### src/rtl/load_store_unit_if.sv
// Request/response and word-memory bus between the execute stage, the
// load/store unit and the data memory.
interface load_store_unit_if;
    logic        req;
    logic        we;
    logic [2:0]  funct3;
    logic [31:0] addr;
    logic [31:0] wdata;
    logic        busy;
    logic        done;
    logic        err;
    logic [31:0] rdata;
    logic [31:0] mem_addr;
    logic [31:0] mem_wd;
    logic        mem_we;
    logic [31:0] mem_rd;

    // master: execute stage plus memory model; slave: the load/store unit
    modport master (
        output req, we, funct3, addr, wdata, mem_rd,
        input  busy, done, err, rdata, mem_addr, mem_wd, mem_we
    );

    modport slave (
        input  req, we, funct3, addr, wdata, mem_rd,
        output busy, done, err, rdata, mem_addr, mem_wd, mem_we
    );
endinterface

### src/rtl/load_store_unit.sv
// RV32I load/store initiator for a word-organised data memory; sub-word stores
// are performed as read-modify-write, bad accesses are answered with err.
module load_store_unit #(
    parameter int unsigned MEM_WORDS = 512
) (
    input  logic             clk,
    input  logic             reset,
    load_store_unit_if.slave bus
);

    typedef enum logic [2:0] {
        IDLE   = 3'd0,
        LOAD   = 3'd1,
        WRITE  = 3'd2,
        RMW_RD = 3'd3,
        RMW_WR = 3'd4,
        RESP   = 3'd5
    } state_t;

    localparam logic [31:0] WORD_LIMIT = 32'(MEM_WORDS);

    state_t      state_reg, state_next;
    logic [2:0]  funct3_reg;
    logic [1:0]  lane_reg;
    logic [31:0] wdata_reg;
    logic [31:0] merge_reg;
    logic [31:0] rdata_reg;
    logic [31:0] mem_addr_reg;
    logic        err_reg;

    logic        legal_f3;
    logic        misaligned;
    logic        out_of_range;
    logic        req_err;
    logic        accept;

    logic [7:0]  lane_byte [4];
    logic [7:0]  byte_sel;
    logic [15:0] half_sel;
    logic [31:0] load_value;
    logic [3:0]  byte_en;
    logic [31:0] repl;
    logic [31:0] merged;

    assign accept = (state_reg == IDLE) && bus.req;

    // Request validation on the raw inputs, so the verdict is latched at accept
    always_comb begin
        legal_f3 = 1'b0;
        case (bus.funct3)
            3'b000, 3'b001, 3'b010: legal_f3 = 1'b1;
            3'b100, 3'b101:         legal_f3 = !bus.we;
            default:                legal_f3 = 1'b0;
        endcase
        misaligned   = ((bus.funct3[1:0] == 2'b01) && bus.addr[0]) ||
                       ((bus.funct3 == 3'b010) && (bus.addr[1:0] != 2'b00));
        out_of_range = {2'b00, bus.addr[31:2]} >= WORD_LIMIT;
        req_err      = !legal_f3 || misaligned || out_of_range;
    end

    // State register
    always_ff @(posedge clk or posedge reset) begin
        if (reset) begin
            state_reg <= IDLE;
        end else begin
            state_reg <= state_next;
        end
    end

    // Next-state logic
    always_comb begin
        state_next = state_reg;
        case (state_reg)
            IDLE: begin
                if (bus.req) begin
                    if (req_err)                  state_next = RESP;
                    else if (!bus.we)             state_next = LOAD;
                    else if (bus.funct3 == 3'b010) state_next = WRITE;
                    else                          state_next = RMW_RD;
                end
            end
            LOAD:    state_next = RESP;
            WRITE:   state_next = RESP;
            RMW_RD:  state_next = RMW_WR;
            RMW_WR:  state_next = RESP;
            RESP:    state_next = IDLE;
            default: state_next = IDLE;
        endcase
    end

    // Per-lane views of the memory word and byte enables for sub-word stores
    generate
        for (genvar gi = 0; gi < 4; gi++) begin : g_lane
            assign lane_byte[gi] = bus.mem_rd[8*gi +: 8];
            assign byte_en[gi]   = funct3_reg[0] ? (lane_reg[1] == 1'(gi / 2))
                                                 : (lane_reg == 2'(gi));
            assign merged[8*gi +: 8] = byte_en[gi] ? repl[8*gi +: 8]
                                                   : merge_reg[8*gi +: 8];
        end
    endgenerate

    // Store data replicated across lanes; byte_en picks which copy lands
    assign repl = funct3_reg[0] ? {wdata_reg[15:0], wdata_reg[15:0]}
                                : {4{wdata_reg[7:0]}};

    assign byte_sel = lane_byte[lane_reg];
    assign half_sel = lane_reg[1] ? bus.mem_rd[31:16] : bus.mem_rd[15:0];

    always_comb begin
        load_value = bus.mem_rd;
        case (funct3_reg)
            3'b000:  load_value = {{24{byte_sel[7]}}, byte_sel};
            3'b001:  load_value = {{16{half_sel[15]}}, half_sel};
            3'b100:  load_value = {24'h0, byte_sel};
            3'b101:  load_value = {16'h0, half_sel};
            default: load_value = bus.mem_rd;
        endcase
    end

    // Request latch, load result and read-modify-write merge register
    always_ff @(posedge clk or posedge reset) begin
        if (reset) begin
            funct3_reg   <= 3'b000;
            lane_reg     <= 2'b00;
            wdata_reg    <= 32'h0;
            merge_reg    <= 32'h0;
            rdata_reg    <= 32'h0;
            mem_addr_reg <= 32'h0;
            err_reg      <= 1'b0;
        end else begin
            if (accept) begin
                funct3_reg   <= bus.funct3;
                lane_reg     <= bus.addr[1:0];
                wdata_reg    <= bus.wdata;
                mem_addr_reg <= {2'b00, bus.addr[31:2]};
                err_reg      <= req_err;
                if (req_err) begin
                    rdata_reg <= 32'h0;
                end
            end
            if (state_reg == LOAD) begin
                rdata_reg <= load_value;
            end
            if (state_reg == RMW_RD) begin
                merge_reg <= bus.mem_rd;
            end
        end
    end

    // Outputs decoded from state so reset drops mem_we without waiting for an edge
    always_comb begin
        bus.busy   = (state_reg != IDLE);
        bus.done   = (state_reg == RESP);
        bus.err    = (state_reg == RESP) && err_reg;
        bus.mem_we = (state_reg == WRITE) || (state_reg == RMW_WR);
        bus.mem_wd = 32'h0;
        case (state_reg)
            WRITE:   bus.mem_wd = wdata_reg;
            RMW_WR:  bus.mem_wd = merged;
            default: bus.mem_wd = 32'h0;
        endcase
    end

    assign bus.rdata    = rdata_reg;
    assign bus.mem_addr = mem_addr_reg;

endmodule

### src/flat_wrapper.sv
// flat-port wrapper written by rule: the top's interface ports become plain ports
module load_store_unit_flat 
#(
    parameter int unsigned MEM_WORDS = 512
)
  (clk, reset, bus_req, bus_we, bus_funct3, bus_addr, bus_wdata, bus_mem_rd, bus_busy, bus_done, bus_err, bus_rdata, bus_mem_addr, bus_mem_wd, bus_mem_we);
  load_store_unit_if bus_i ();
  input  logic clk;
  input  logic reset;
  input wire logic [$bits(bus_i.req)-1:0] bus_req;
  input wire logic [$bits(bus_i.we)-1:0] bus_we;
  input wire logic [$bits(bus_i.funct3)-1:0] bus_funct3;
  input wire logic [$bits(bus_i.addr)-1:0] bus_addr;
  input wire logic [$bits(bus_i.wdata)-1:0] bus_wdata;
  input wire logic [$bits(bus_i.mem_rd)-1:0] bus_mem_rd;
  output wire logic [$bits(bus_i.busy)-1:0] bus_busy;
  output wire logic [$bits(bus_i.done)-1:0] bus_done;
  output wire logic [$bits(bus_i.err)-1:0] bus_err;
  output wire logic [$bits(bus_i.rdata)-1:0] bus_rdata;
  output wire logic [$bits(bus_i.mem_addr)-1:0] bus_mem_addr;
  output wire logic [$bits(bus_i.mem_wd)-1:0] bus_mem_wd;
  output wire logic [$bits(bus_i.mem_we)-1:0] bus_mem_we;
  assign bus_i.req = bus_req;
  assign bus_i.we = bus_we;
  assign bus_i.funct3 = bus_funct3;
  assign bus_i.addr = bus_addr;
  assign bus_i.wdata = bus_wdata;
  assign bus_i.mem_rd = bus_mem_rd;
  assign bus_busy = bus_i.busy;
  assign bus_done = bus_i.done;
  assign bus_err = bus_i.err;
  assign bus_rdata = bus_i.rdata;
  assign bus_mem_addr = bus_i.mem_addr;
  assign bus_mem_wd = bus_i.mem_wd;
  assign bus_mem_we = bus_i.mem_we;
  load_store_unit #(.MEM_WORDS(MEM_WORDS)) u_core (.clk(clk), .reset(reset), .bus(bus_i));
endmodule
### config.mk
export PLATFORM = sky130hd
export DESIGN_NAME = load_store_unit_flat
export DESIGN_NICKNAME = d
export VERILOG_FILES = /design/src/rtl/load_store_unit_if.sv /design/src/rtl/load_store_unit.sv /design/src/flat_wrapper.sv
export SDC_FILE = /design/constraint.sdc
export NUM_CORES = 1
export LEC_CHECK = 0
export CAP_MARGIN = 10
export CORE_ASPECT_RATIO = 1.5
export CORE_MARGIN = 5
export CORE_UTILIZATION = 40
export CTS_CLUSTER_DIAMETER = 80
export DETAILED_ROUTE_END_ITERATION = 6
export PLACE_DENSITY = 0.76
export SLEW_MARGIN = 20
export SYNTH_ARGS = -nofsm -noshare
export SYNTH_HDL_FRONTEND = slang
export SYNTH_SLANG_ARGS = --single-unit
### constraint.sdc
create_clock -name clk -period 6 [get_ports clk]
set_clock_uncertainty 0.15 [all_clocks]
set_input_delay 1.5 -clock clk [delete_from_list [all_inputs] [get_ports clk]]
set_output_delay 1.5 -clock clk [all_outputs]
set_load 0.02 [all_outputs]
==> flow_summary.toml <==
[status]
outcome = "completed"

[worst_setup_path]
worst_setup_path_end_kind = "primary output"
worst_ep_required_time_ps = 4350
worstSetupPathType = "flip-flop to primary output"
critical_path_peak_fanout = 22
critical_path.slowest_cell = "sky130_fd_sc_hd__dfrtp_1"
critical_path.max_stage_delay_ps = 900
critPathCapture = "bus_mem_wd[23]"
cp_cell_sequence = "nand2b_1, nand2_1, mux2i_1, o21ai_0, clkdlybuf4s50_1"
cp-startpoint = "u_core.funct3_reg[0]$_DFFE_PP0P_"
regToRegStartpoint = "u_core.lane_reg[1]$_DFFE_PP0P_"
cp.arrival_ps = 3360
rr_worst_depth = 4
setup.worst_path.start_class = "flip-flop"
register_to_register_path_setup_slack_ps = 3510
reg2reg_to = "u_core.bus.rdata[3]$_DFFE_PP0P_"

[timing]
max_clock_freq_mhz = 199
maxSlewViolCount = 0
layout_min_cycle_time_ps = 5010
tightest_slew_ps = 1070
final-hold-violation-count = 0
fin_tns_setup_ps = 0
final_min_period_over_clock_period_pct = 83.6
timing.slew.headroom_pct = 28.3
rsz0062_at_grt = "no"
number_of_setup_violations_in_the_final_report = 0

[synth]
post-synth-top-area-cell = "sky130_fd_sc_hd__dfrtp_1"
synth_area_leaders = "sky130_fd_sc_hd__dfrtp_1 (52%), sky130_fd_sc_hd__nand2_1 (15%), sky130_fd_sc_hd__mux2_2 (5.0%)"
synth_enable_flop_cells = 0
ys_ff_latch = 135
yosys_top_cell_area_share_pct = 51.9
synth.yosys.seq_area_share_pct = 51.9
syn_inst = 729
postSynth.topFlopCell = "sky130_fd_sc_hd__dfrtp_1"
syn-cell-area_um2 = 6510
synth.yosys.warnings = 0
ys_types = 46
syn-mean-instance-area_um2 = 8.92
synth_async_sr_flop_share_pct = 100

[clocking]
root_cell_of_the_clock_tree = "sky130_fd_sc_hd__clkbuf_16"
clock_sink_count = 135
tritoncts = "yes"
clock_tree.htree_level_count = 4
cts_buffer_depth = 2
clock_insertion_delay_worst_skew_ps = 410
cts.reportedPaths.clkPinSlew_ps = 60
cts-hold-fix-buffers = 0
cts_resized = 0
postCtsSetupBuffers = 0
tritoncts.num_buffers = 17

[drt]
dr_total_vias = 5907
viasPerCell = 5.25
drt_pre_antenna_iters = 5
total_drc_errors_in_the_routed_layout = 0
drtAntennaViolNets = 0
drt-wirelength-per-cell_um = 18.8
drt_wl_total_um = 21100
drt_first_iter_violations = 489

[floorplan]
core.rowCount = 57
fp.coreArea_um2 = 16100
die_height_um = 166
start_util_pct = 40.4
dieArea_um2 = 19000
die_x_um = 114
ios = 203

[global_route]
first_global_vias = 5889
global_route_wire_length_before_repair_um = 32900
total_global_routing_track_utilization_pct = 22.2
globalRoute.totalOverflow = 0
grt_start_max_net_pins = 103
grt_antenna_before_repair = 0

[final_layout]
fin_area_um2 = 9230
final_layout_size_suffix_gt1_share_pct = 8.49
nets = 1009
layout.cells.most_common_list = "sky130_fd_sc_hd__nand2_1 (258), sky130_fd_sc_hd__clkdlybuf4s50_1 (200), sky130_fd_sc_hd__dfrtp_1 (135)"
fillCellCount = 1496
total_inserted_antenna_cells = 0
final_common_cell = "sky130_fd_sc_hd__nand2_1"
layout-area-overhead-vs-synth_pct = 41.8

[pwr]
peakVddDrop_uv = 283
cellPowerDensity_nw_per_um2 = 526
cellLeakagePower_uw = 0.00412
finalPower_uw = 4850

[min_path]
worstHoldPathCells = 2
hold_class = "flip-flop to flip-flop"

[placed_design]
io_buffer_count = 200
dp_hpwl_um = 15000
placed_area_um2 = 8600
gp_routability_congestion = 0.861

[run]
drv.max_cap_violation_count = 0
==> how the worst min path moves through the flow <==
stage                                   startpoint                                   to  slack (ps)
5_1_grt        u_core.bus.mem_addr[13]$_DFFE_PP0P_  u_core.bus.mem_addr[13]$_DFFE_PP0P_         340
6_report       u_core.bus.mem_addr[21]$_DFFE_PP0P_  u_core.bus.mem_addr[21]$_DFFE_PP0P_         320
2_1_floorplan           u_core.err_reg$_DFFE_PP0P_           u_core.err_reg$_DFFE_PP0P_         290
4_1_cts        u_core.bus.mem_addr[16]$_DFFE_PP0P_  u_core.bus.mem_addr[16]$_DFFE_PP0P_         330
3_3_place_gp   u_core.bus.mem_addr[19]$_DFFE_PP0P_  u_core.bus.mem_addr[19]$_DFFE_PP0P_         310
3_5_place_dp   u_core.bus.mem_addr[16]$_DFFE_PP0P_  u_core.bus.mem_addr[16]$_DFFE_PP0P_         310
==> worst max-delay path: cells and delay by family, from the launching register on <==
kind	cells	cell delay, ps
AOI/OAI and AO/OA	1	160
buffers and inverters	1	680
DFF	1	900
muxes	1	240
and+or+nand+nor	2	960
==> kinds of logic (layout without fill, tap and decap cells) <==
family,Yosys count,count (layout),synth area share (%)
AO/OA/AOI/OAI,142,142,13.2
XOR/XNOR,1,1,0.135
buffers and inverters,57,246,3.77
AND/OR/NAND/NOR,339,339,21.8
other,1,2,0.0576
flip-flops,135,135,51.9
multiplexers,54,54,9.12
==> synthesized netlist by cell type (2+ instances only) <==
cell type and number:
sky130_fd_sc_hd__nand2_1 259, sky130_fd_sc_hd__dfrtp_1 135, sky130_fd_sc_hd__o21ai_0 54, sky130_fd_sc_hd__nor2_1 42, sky130_fd_sc_hd__o22ai_1 31, sky130_fd_sc_hd__mux2_2 29, sky130_fd_sc_hd__a21oi_1 28, sky130_fd_sc_hd__clkbuf_1 27
sky130_fd_sc_hd__mux2i_1 24, sky130_fd_sc_hd__buf_2 13, sky130_fd_sc_hd__inv_1 9, sky130_fd_sc_hd__a22o_1 8, sky130_fd_sc_hd__or3_1 8, sky130_fd_sc_hd__and3b_1 6, sky130_fd_sc_hd__nor4_1 6, sky130_fd_sc_hd__a211o_1 5
sky130_fd_sc_hd__buf_1 5, sky130_fd_sc_hd__nand3b_1 4, sky130_fd_sc_hd__o211ai_1 4, sky130_fd_sc_hd__and2_1 2, sky130_fd_sc_hd__buf_4 2, sky130_fd_sc_hd__nand2b_1 2, sky130_fd_sc_hd__nor2b_1 2, sky130_fd_sc_hd__o22ai_2 2
==> per-layer routing <==
layer | part of all wire (%) | GRT usage, % | vias up
met2 | 52 | 37.3 | 231
met5 | 0 | 0 | -
met4 | 3.2 | 9.35 | 0
met3 | 7.0 | 5.72 | 40
li1 | - | - | 2815
met1 | 38 | 26.5 | 2821
==> per-stage QoR <==
step / std cells / util [%] / hold WS (ps) / worst slack [ps]
detailed placement: 1093 / 53.4 / 311 / 1440
CTS: 1125 / 57.3 / 326 / 1010
floorplan: 730 / - / 291 / 739
global route: 1125 / 57.3 / 339 / 772
global placement: 1093 / 53.4 / 306 / 1490
finish: 1125 / 57.3 / 322 / 986
==> report_power, final <==
group | switching (µW) | internal [µW]
logic | 1230 | 965
registers | 307 | 1250
clock network | 425 | 681
total | 1960 | 2890
==> area by class of cell <==
cell class	instances	area, µm²	area share [%]
Clock buffer	19	453	4.91
Clock inverter	13	170	1.84
Inverter	9	38.8	0.420
Multi-Input combinational cell	538	2890	31.3
Sequential cell	135	3380	36.6
Tap cell	206	258	2.79
Timing Repair Buffer	205	2040	22.1
(Power assumes the default switching activity.)
